## src/rtl/pixel_frame_parser_if.sv

```systemverilog
// rtl/pixel_frame_parser_if.sv - pixel word stream into the frame parser
interface pixel_frame_parser_if;
  logic        pixel_valid;
  logic [63:0] pixel_value;

  modport master (output pixel_valid, output pixel_value);
  modport slave  (input  pixel_valid, input  pixel_value);
endinterface

```

## src/rtl/pixel_frame_parser.sv

```systemverilog
// rtl/pixel_frame_parser.sv - SOF/header/payload/EOF framing of 6-byte pixel words
module pixel_frame_parser #(
  parameter int unsigned MAX_LEN    = 32'h002b,
  parameter int unsigned HDR_WORDS  = 2,
  parameter logic [7:0]  EXP_PHL_ID = 8'h00
) (
  input  logic                   rx_pixel_clk,
  input  logic                   rst_n,
  pixel_frame_parser_if.slave    px,
  output logic [MAX_LEN*8-1:0]   data,
  output logic [31:0]            data_len,
  output logic [7:0]             dtype,
  output logic [7:0]             phl_id,
  output logic                   frame_valid,
  output logic                   frame_error,
  output logic [1:0]             err_code,
  output logic                   busy
);

  localparam int unsigned DW         = MAX_LEN * 8;
  localparam int unsigned IDX_W      = $clog2(DW);
  localparam logic [31:0] HDR_LAST   = 32'(HDR_WORDS - 1);
  localparam logic [31:0] MAX_LEN_W  = 32'(MAX_LEN);

  typedef enum logic [2:0] {S_IDLE, S_HDR, S_PAYLOAD, S_EOF_AA, S_EOF_DD} state_t;

  state_t          state_q, state_d;
  logic [31:0]     hdr_cnt_q, hdr_cnt_d;
  logic [47:0]     first_hdr_q, first_hdr_d;
  logic [31:0]     k_q, k_d;
  logic [31:0]     dlen_q, dlen_d;
  logic [7:0]      hdr_dtype_q, hdr_dtype_d;
  logic [7:0]      hdr_phl_q, hdr_phl_d;
  logic [DW-1:0]   stage_q, stage_d;
  logic [DW-1:0]   data_q, data_d;
  logic [31:0]     data_len_q, data_len_d;
  logic [7:0]      dtype_q, dtype_d;
  logic [7:0]      phl_id_q, phl_id_d;
  logic            frame_valid_q, frame_valid_d;
  logic            frame_error_q, frame_error_d;
  logic [1:0]      err_code_q, err_code_d;
  logic            busy_q, busy_d;

  logic [47:0]     w;
  logic            valid;
  logic [31:0]     hdr_dlen;
  logic [31:0]     r;
  logic [2:0]      r_p1;
  logic [7:0]      lane_r;
  logic [7:0]      lane_r1;
  logic            unused_hi;

  assign w         = px.pixel_value[47:0];
  assign valid     = px.pixel_valid;
  assign unused_hi = ^px.pixel_value[63:48];
  assign hdr_dlen  = {w[15:8], w[23:16], w[31:24], w[39:32]};
  assign r         = dlen_q - k_q;
  assign r_p1      = r[2:0] + 3'd1;
  assign lane_r    = w[{r[2:0], 3'b000} +: 8];
  assign lane_r1   = w[{r_p1, 3'b000} +: 8];

  logic        abort;
  logic [1:0]  abort_code;
  logic        done;
  logic [31:0] byte_pos;

  always_comb begin
    state_d       = state_q;
    hdr_cnt_d     = hdr_cnt_q;
    first_hdr_d   = first_hdr_q;
    k_d           = k_q;
    dlen_d        = dlen_q;
    hdr_dtype_d   = hdr_dtype_q;
    hdr_phl_d     = hdr_phl_q;
    stage_d       = stage_q;
    data_d        = data_q;
    data_len_d    = data_len_q;
    dtype_d       = dtype_q;
    phl_id_d      = phl_id_q;
    frame_valid_d = 1'b0;
    frame_error_d = 1'b0;
    err_code_d    = err_code_q;
    busy_d        = busy_q;
    abort         = 1'b0;
    abort_code    = 2'd0;
    done          = 1'b0;
    byte_pos      = 32'd0;

    unique case (state_q)
      S_IDLE: begin
        if (valid && w[15:0] == 16'hFFEA) begin
          state_d   = S_HDR;
          hdr_cnt_d = 32'd0;
          busy_d    = 1'b1;
          // Bytes past DLEN read back as zero rather than leftovers of older frames.
          stage_d   = '0;
        end
      end
      S_HDR: begin
        if (!valid) begin
          abort      = 1'b1;
          abort_code = 2'd3;
        end else if ((hdr_cnt_q != 32'd0 && w != first_hdr_q) || w[47:40] != EXP_PHL_ID) begin
          abort      = 1'b1;
          abort_code = 2'd1;
        end else begin
          if (hdr_cnt_q == 32'd0) first_hdr_d = w;
          if (hdr_cnt_q == HDR_LAST) begin
            if (hdr_dlen == 32'd0 || hdr_dlen > MAX_LEN_W) begin
              abort      = 1'b1;
              abort_code = 2'd2;
            end else begin
              state_d     = S_PAYLOAD;
              k_d         = 32'd0;
              dlen_d      = hdr_dlen;
              hdr_dtype_d = w[7:0];
              hdr_phl_d   = w[47:40];
            end
          end else begin
            hdr_cnt_d = hdr_cnt_q + 32'd1;
          end
        end
      end
      S_PAYLOAD: begin
        if (!valid) begin
          abort      = 1'b1;
          abort_code = 2'd3;
        end else begin
          for (int i = 0; i < 6; i++) begin
            byte_pos = k_q + 32'(i);
            if (32'(i) < r && byte_pos < MAX_LEN_W)
              stage_d[IDX_W'(byte_pos * 32'd8) +: 8] = w[6'(i * 8) +: 8];
          end
          if (r >= 32'd6) begin
            k_d = k_q + 32'd6;
            if (r == 32'd6) state_d = S_EOF_AA;
          end else if (lane_r != 8'hAA) begin
            abort      = 1'b1;
            abort_code = 2'd3;
          end else if (r == 32'd5) begin
            state_d = S_EOF_DD;
          end else if (lane_r1 != 8'hDD) begin
            abort      = 1'b1;
            abort_code = 2'd3;
          end else begin
            done = 1'b1;
          end
        end
      end
      S_EOF_AA: begin
        if (!valid || w[15:0] != 16'hDDAA) begin
          abort      = 1'b1;
          abort_code = 2'd3;
        end else begin
          done = 1'b1;
        end
      end
      S_EOF_DD: begin
        if (!valid || w[7:0] != 8'hDD) begin
          abort      = 1'b1;
          abort_code = 2'd3;
        end else begin
          done = 1'b1;
        end
      end
      default: state_d = S_IDLE;
    endcase

    if (abort) begin
      state_d       = S_IDLE;
      busy_d        = 1'b0;
      frame_error_d = 1'b1;
      err_code_d    = abort_code;
    end

    // Published fields change only here, so an aborted frame leaves them intact.
    if (done) begin
      state_d       = S_IDLE;
      busy_d        = 1'b0;
      frame_valid_d = 1'b1;
      err_code_d    = 2'd0;
      data_d        = stage_d;
      data_len_d    = dlen_q;
      dtype_d       = hdr_dtype_q;
      phl_id_d      = hdr_phl_q;
    end
  end

  always_ff @(posedge rx_pixel_clk or negedge rst_n) begin
    if (!rst_n) begin
      state_q       <= S_IDLE;
      hdr_cnt_q     <= '0;
      first_hdr_q   <= '0;
      k_q           <= '0;
      dlen_q        <= '0;
      hdr_dtype_q   <= '0;
      hdr_phl_q     <= '0;
      stage_q       <= '0;
      data_q        <= '0;
      data_len_q    <= '0;
      dtype_q       <= '0;
      phl_id_q      <= '0;
      frame_valid_q <= 1'b0;
      frame_error_q <= 1'b0;
      err_code_q    <= '0;
      busy_q        <= 1'b0;
    end else begin
      state_q       <= state_d;
      hdr_cnt_q     <= hdr_cnt_d;
      first_hdr_q   <= first_hdr_d;
      k_q           <= k_d;
      dlen_q        <= dlen_d;
      hdr_dtype_q   <= hdr_dtype_d;
      hdr_phl_q     <= hdr_phl_d;
      stage_q       <= stage_d;
      data_q        <= data_d;
      data_len_q    <= data_len_d;
      dtype_q       <= dtype_d;
      phl_id_q      <= phl_id_d;
      frame_valid_q <= frame_valid_d;
      frame_error_q <= frame_error_d;
      err_code_q    <= err_code_d;
      busy_q        <= busy_d;
    end
  end

  assign data        = data_q;
  assign data_len    = data_len_q;
  assign dtype       = dtype_q;
  assign phl_id      = phl_id_q;
  assign frame_valid = frame_valid_q;
  assign frame_error = frame_error_q;
  assign err_code    = err_code_q;
  assign busy        = busy_q;

endmodule

```

## src/flat_wrapper.sv

```systemverilog
// flat-port wrapper written by rule: the top's interface ports become plain ports
module pixel_frame_parser_flat 
#(
  parameter int unsigned MAX_LEN    = 32'h002b,
  parameter int unsigned HDR_WORDS  = 2,
  parameter logic [7:0]  EXP_PHL_ID = 8'h00
)
  (rx_pixel_clk, rst_n, data, data_len, dtype, phl_id, frame_valid, frame_error, err_code, busy, px_pixel_valid, px_pixel_value);
  pixel_frame_parser_if px_i ();
  input  logic rx_pixel_clk;
  input  logic rst_n;
  output logic [MAX_LEN*8-1:0] data;
  output logic [31:0] data_len;
  output logic [7:0] dtype;
  output logic [7:0] phl_id;
  output logic frame_valid;
  output logic frame_error;
  output logic [1:0] err_code;
  output logic busy;
  input wire logic [$bits(px_i.pixel_valid)-1:0] px_pixel_valid;
  input wire logic [$bits(px_i.pixel_value)-1:0] px_pixel_value;
  assign px_i.pixel_valid = px_pixel_valid;
  assign px_i.pixel_value = px_pixel_value;
  pixel_frame_parser #(.MAX_LEN(MAX_LEN), .HDR_WORDS(HDR_WORDS), .EXP_PHL_ID(EXP_PHL_ID)) u_core (.rx_pixel_clk(rx_pixel_clk), .rst_n(rst_n), .px(px_i), .data(data), .data_len(data_len), .dtype(dtype), .phl_id(phl_id), .frame_valid(frame_valid), .frame_error(frame_error), .err_code(err_code), .busy(busy));
endmodule
```

## config.mk

```make
export PLATFORM = sky130hd
export DESIGN_NAME = pixel_frame_parser_flat
export DESIGN_NICKNAME = d
export VERILOG_FILES = /design/src/rtl/pixel_frame_parser_if.sv /design/src/rtl/pixel_frame_parser.sv /design/src/flat_wrapper.sv
export SDC_FILE = /design/constraint.sdc
export NUM_CORES = 2
export LEC_CHECK = 0
export BUFFER_PORTS_ARGS = -buffer_cell sky130_fd_sc_hd__buf_2
export CAP_MARGIN = 20
export CORE_ASPECT_RATIO = 1.25
export CORE_MARGIN = 2
export CORE_UTILIZATION = 55
export CTS_BUF_LIST = sky130_fd_sc_hd__clkbuf_8
export DETAILED_ROUTE_END_ITERATION = 7
export HOLD_SLACK_MARGIN = 0.03
export PLACE_DENSITY = 0.75
export SETUP_SLACK_MARGIN = 0.15
export SLEW_MARGIN = 20
export SYNTH_ARGS = -nofsm -noshare
export SYNTH_HDL_FRONTEND = slang
export SYNTH_SLANG_ARGS = --single-unit
```

## constraint.sdc

```tcl
create_clock -name rx_pixel_clk -period 12.96 [get_ports rx_pixel_clk]
set_input_delay 2.592 -clock rx_pixel_clk [delete_from_list [all_inputs] [get_ports rx_pixel_clk]]
set_output_delay 2.592 -clock rx_pixel_clk [all_outputs]
set_load 0.005 [all_outputs]
```

* Yosys cells after proc, flatten, opt, wreduce, memory -nomap -nowiden
Index checks and enable logic that the tools add are counted.
Storage, ports and cells: register bits after elaboration 904, input bits 67, output and inout bits 397, logic and storage cells 212
Operators by class: add/subtract/negate cells 15, magnitude comparators 14, equal/unequal tests 31, shift operators 14, mux-type cells 90, bitwise gates (word level) 2, reduce and logical (&&, ||, !) cells 30
Operator list (number):
- 2-to-1 mux 344 bit | 18
- bitwise mux 344 bit | 6
- variable shift 8 x 11 -> 344 bit, first input constant | 6
- indexed part select 8 x 11 -> 344 bit | 4
- case mux 344 bit (2 select lines) | 1
- indexed part select 1 x 11 -> 344 bit, first input constant | 2
- 2-to-1 mux 32 bit | 10
- less-than comparator 32 x 6 -> 1 bit, second input constant | 6
- case mux 32 bit (2 select lines) | 2
- adder 32 x 3 -> 32 bit, second input constant | 3
- indexed part select 48 x 7 -> 8 bit | 2
- negation 9 -> 11 bit | 6
- adder 32 x 1 -> 32 bit, second input constant | 2
- adder 32 x 2 -> 32 bit, second input constant | 2
- == test 32 x 3 -> 1 bit, second input constant | 2
- zero test 32 bit | 2
- less-than comparator 1 x 32 -> 1 bit, first input constant | 2
- less-than comparator 2 x 32 -> 1 bit, first input constant | 2
- less-than comparator 3 x 32 -> 1 bit, first input constant | 2
- inequality test 48 bit | 1
- 2-to-1 mux 3 bit | 12
- == test 32 x 1 -> 1 bit, second input constant | 1
- >= comparator 32 x 3 -> 1 bit, second input constant | 1
- > comparator 32 x 6 -> 1 bit, second input constant | 1
- 37 further kinds | 100

* Longest topological paths before layout
word-level depth 26, mapped depth 22, gate-level depth less buffers 14

* Worst setup path before layout
No wires, ideal clock.
path kind reg-to-reg, start point register u_core.k_q[2], end point register u_core.data_q[256] (netlist: u_core.data[256]), setup time 125 ps, data arrival time 5508 ps, required time 12835 ps, slack 7327 ps, stages on the path, launching flop included 17, buffers on the path 3, period minus slack after synthesis 5633 ps, cells stage by stage dfrtp_1 -> inv_1 -> buf_1 -> ha_1 -> a21o_1 -> a221oi_4 -> a2bb2oi_2 -> o21ai_1 -> xor2_1 -> or4_1 -> or4b_4 -> o41ai_2 -> buf_4 -> buf_4 -> nor3_1 -> a221o_1 -> mux2_2
On the way: cells in the longest elaborated chain, start to end 26, elaborated cells between the ends (all ways) 79, classes of those cells add/sub: 13; order compare: 13; eq/ne: 3; shift: 14; mux: 30; reduce/logical: 6
Ends and longest elaborated chain:
- from (decl) | RTL line pixel_frame_parser.sv:30 | logic [31:0] k_q, k_d;
- from (signal assigned) | RTL line pixel_frame_parser.sv:211 | k_q <= k_d;
- subtractor 32 bit or negation 9 -> 11 bit (tied branches) | RTL line pixel_frame_parser.sv:57, pixel_frame_parser.sv:132
- less-than comparator 1 x 32 -> 1 bit, or another cell as far along | RTL line pixel_frame_parser.sv:131 | if (32'(i) < r && byte_pos < MAX_LEN_W)
- logical AND 1 bit or bitwise mux 344 bit (tied branches) | RTL line pixel_frame_parser.sv:131, pixel_frame_parser.sv:132
- 2-to-1 mux 344 bit | RTL line pixel_frame_parser.sv:131
- 2-to-1 mux 344 bit | RTL line pixel_frame_parser.sv:125 | if (!valid) begin
- 2-to-1 mux 344 bit | RTL line pixel_frame_parser.sv:89 | unique case (state_q)
- bitwise mux 344 bit | RTL line pixel_frame_parser.sv:132 | stage_d[IDX_W'(byte_pos * 32'd8) +: 8] = w[6'(i * 8) +: 8];
- 2-to-1 mux 344 bit | RTL line pixel_frame_parser.sv:131
- [11 not listed]
- 2-to-1 mux 344 bit | RTL line pixel_frame_parser.sv:131
- 2-to-1 mux 344 bit | RTL line pixel_frame_parser.sv:125
- 2-to-1 mux 344 bit | RTL line pixel_frame_parser.sv:89
- bitwise mux 344 bit | RTL line pixel_frame_parser.sv:132
- 2-to-1 mux 344 bit (*) | RTL line pixel_frame_parser.sv:131
- 2-to-1 mux 344 bit (*) | RTL line pixel_frame_parser.sv:125
- case mux 344 bit (2 select lines) (*) | RTL line pixel_frame_parser.sv:89
- via u_core.stage_d[256] | RTL line pixel_frame_parser.sv:34 | logic [DW-1:0] stage_q, stage_d;
- to (signal assigned) | RTL line pixel_frame_parser.sv:216 | data_q <= data_d;
- to (decl) | RTL line pixel_frame_parser.sv:35 | logic [DW-1:0] data_q, data_d;
The timed path passes the listed nets; every way through them passes the cells marked *. The select of a mux whose other input is x is not followed. A chain may end at the register's enable or synchronous reset.

* Worst setup path in the final report
start point register u_core.k_q[3], end point register u_core.data_q[302] (netlist: u_core.data[302])
On the way: cells in the longest elaborated chain, start to end 26, elaborated cells between the ends (all ways) 73, classes of those cells add/sub: 12; order compare: 13; eq/ne: 1; shift: 12; mux: 29; reduce/logical: 6
Ends and longest elaborated chain (RTL line):
- subtractor 32 bit or negation 9 -> 11 bit (tied branches) | pixel_frame_parser.sv:57, pixel_frame_parser.sv:132
- less-than comparator 1 x 32 -> 1 bit, or another cell as far along | pixel_frame_parser.sv:131
- logical AND 1 bit or bitwise mux 344 bit (tied branches) | pixel_frame_parser.sv:131, pixel_frame_parser.sv:132
- 2-to-1 mux 344 bit | pixel_frame_parser.sv:131
- 2-to-1 mux 344 bit | pixel_frame_parser.sv:125
- 2-to-1 mux 344 bit | pixel_frame_parser.sv:89
- bitwise mux 344 bit | pixel_frame_parser.sv:132
- 2-to-1 mux 344 bit | pixel_frame_parser.sv:131
- [10 not listed]
- bitwise mux 344 bit | pixel_frame_parser.sv:132
- 2-to-1 mux 344 bit | pixel_frame_parser.sv:131
- 2-to-1 mux 344 bit | pixel_frame_parser.sv:125
- 2-to-1 mux 344 bit | pixel_frame_parser.sv:89
- bitwise mux 344 bit | pixel_frame_parser.sv:132
- 2-to-1 mux 344 bit | pixel_frame_parser.sv:131
- 2-to-1 mux 344 bit | pixel_frame_parser.sv:125
- case mux 344 bit (2 select lines) | pixel_frame_parser.sv:89
Parallel ways exist; a longest one is shown, timed or not. The select of a mux whose other input is x is not followed.

==> qor.yml <==
status: "finished clean"
finClkSkew_ns: 0.0661
ctsHtreeMaxLevel: 4
gp_congestion: 1.04
first_iter_violations: 6438
hold_path.class: "reg -> reg"
synth_flop_cell: "dfrtp_1"
detail-route-antenna-nets: 0
cts_hold_buf: 0
ys_seq_area_frac: 0.462
port_buffers: 447
clkSinkCount: 903
path_class: "reg -> reg"
grt_max_degree: 171
synth_area_sq_um: 48900
avgRoutedWirePerCell_um: 29.1
synth.distinct_cells: 108
p_leak_nw: 26.8
antenna_found_initial: 10
min_period_over_period: 0.569
maxCapViolations: 0
synth-seq-cells: 903
dieArea_sq_um: 91300
final_area_sq_um: 55600
p_total_w: 0.00717
cts_setup_buffers: 0
period_needed_ns: 7.37
cts_buffer_depth: 3
power_density_nw_per_um2: 129
cts_tree: "done"
area_growth_syn_to_layout_pct: 13.6
max_freq_ghz: 0.136
die_h_um: 337
num_io_pins: 464
synth-edff-count: 0
grt_util_all_layers: 0.438
wirelength_um: 204000
synth_warnings: 0
start_util: 0.553
grt_pass1_wl_um: 298000
root_buffer: "clkbuf_8"
avgViaCountPerCell: 6.78
rsz0062_at_grt: "false"
drc: 0
grt_pass1_vias: 45757
synth_cells: 5356
fin_tns_setup_ns: 0
hold_viol: 0
critPathLaunchType: "register"
peakVddDrop_v: 0.000114
ys_async_sr_fraction: 1.00
critPathCaptureType: "register"
avgSynthCellArea_sq_um: 9.13
grt_remaining_overflow: 0
finalMaxSlewViolations: 0
slew_headroom: 0.188
place_area_sq_um: 52300
hold_ws_ns: 0.458
setup_violations: 0
dr_total_vias: 47610
synth_nets: 5477
fp.coreArea_sq_um: 88400
fp.dieW_um: 271
drt_first_pass_iters: 8
arrival_ns: 8.13
cts_buffers: 145
clock_latency_ns: 0.87
dp_slack_ns: 5.68
final_nets: 5834
hpwl_um: 144000
row_count: 122
clkTransAtPathRegs_ns: 0.07
tightest_slew_ns: 1.20
mostFrequentLayoutCells: "nand2_1 (902), dfrtp_1 (902), nor2_1 (541)"
cts_resized: 0
postLayoutSetupSlackWorst_ns: 5.59
layout-drive-gt1-share: 0.190
crit_fanout: 37
cp.required_ns: 13.72
==> where the power goes <==
group	internal (W)	total (W)	switching (W)
registers	0.00283	0.00285	0.0000177
logic	0.000309	0.00160	0.00129
clock network	0.00146	0.00272	0.00126
total	0.00460	0.00717	0.00257
==> cells in the mapped netlist, drive strengths merged, types with 17 or more instances <==
master,count,area share
o31ai,59,0.010
nor4,140,0.020
a32oi,36,0.0064
nand3,154,0.016
a21o,37,0.0057
nand2b,18,0.0023
clkbuf,252,0.019
nor3,192,0.021
o21a,27,0.0041
nand4,92,0.012
o311ai,18,0.0035
and2,82,0.010
or2,26,0.0033
a211o,20,0.0036
nand2,903,0.069
o22ai,18,0.0023
mux2,204,0.047
ha,53,0.014
or4,31,0.0048
inv,88,0.0068
a221o,70,0.014
a211oi,27,0.0044
o41ai,23,0.0051
xor2,73,0.013
and3,56,0.0072
or3,50,0.0064
a21oi,163,0.017
nor2b,56,0.0072
and4,17,0.0030
xnor2,69,0.012
mux2i,56,0.011
a31oi,199,0.025
o21ai,169,0.017
o211ai,33,0.0053
buf,90,0.0088
dfrtp,903,0.46
nor2,545,0.042
a22oi,75,0.012
==> registers in the layout, indices dropped and copies added (netlist names), 8 cells and up <==
name / flops
u_core.data: 344
u_core.data_len: 32
u_core.dlen_q: 32
u_core.dtype: 8
u_core.first_hdr_q: 48
u_core.hdr_cnt_q: 32
u_core.hdr_dtype_q: 8
u_core.hdr_phl_q: 8
u_core.k_q: 31
u_core.phl_id: 8
u_core.stage_q: 344
==> cell families (layout without fill, tap and decap cells) <==
logic type	count (synthesis)	after routing	synth area share
other	1	11	0.0000767
multiplexers	260	260	0.0586
flip-flops	903	903	0.462
XOR/XNOR	142	142	0.0254
AND/OR/NAND/NOR	2395	2395	0.231
adder cells (fa/ha/maj)	54	54	0.0140
buffers and inverters	434	907	0.0352
AO/OA/AOI/OAI	1167	1167	0.173
==> final timing paths <==
kind,cells past startpoint,endpoint,slack (ns),startpoint
worst max register to register,16,u_core.data[302]$_DFFE_PN0P_,5.59,u_core.k_q[3]$_DFFE_PN0P_
worst max-delay path,16,u_core.data[302]$_DFFE_PN0P_,5.59,u_core.k_q[3]$_DFFE_PN0P_
worst min-delay path,2,u_core.data_len[18]$_DFFE_PN0P_,0.46,u_core.data_len[18]$_DFFE_PN0P_
max in group asynchronous,3,u_core.data[290]$_DFFE_PN0P_,8.98,rst_n
worst min register to register,2,u_core.data_len[18]$_DFFE_PN0P_,0.46,u_core.data_len[18]$_DFFE_PN0P_
min in group asynchronous,1,u_core.phl_id[7]$_DFFE_PN0P_,1.72,rst_n
==> worst max-delay path, cell delays in order, from the launching register on <==
cell and delay, ns:
dfrtp_1 0.52, buf_4 0.54, inv_1 0.08, buf_4 0.25
ha_1 0.37, and3_1 0.20, a221oi_4 0.49, o221a_2 0.37
a2111oi_0 0.17, a2111oi_0 0.44, o211ai_1 0.23, or4b_2 1.07
nor3_1 0.70, o31ai_1 0.33, nor3_1 0.95, a22oi_1 0.32
a31oi_1 0.22
==> per-layer routing <==
metal / part of all wire / GRT usage
met1: 0.37 / 0.541
met2: 0.45 / 0.689
met3: 0.10 / 0.100
met4: 0.077 / 0.295
met5: 0.00020 / 0
==> per-stage QoR <==
step                      instances  utilization
final                          7017        0.629
after global routing           7014        0.629
after CTS                      7005        0.628
after detailed placement       6742        0.591
after global placement         6741        0.591
after floorplan                5356            -
==> layout make-up <==
class | count | area, sq um
Antenna cell | 10 | 25.0
Clock buffer | 187 | 2570
Clock inverter | 76 | 627
Fill cell | 7464 | 32800
Inverter | 92 | 353
Multi-Input combinational cell | 4019 | 24800
Sequential cell | 903 | 22600
Tap cell | 1178 | 1470
Timing Repair Buffer | 552 | 3130
No activity file was read; power rests on OpenSTA's default activity.
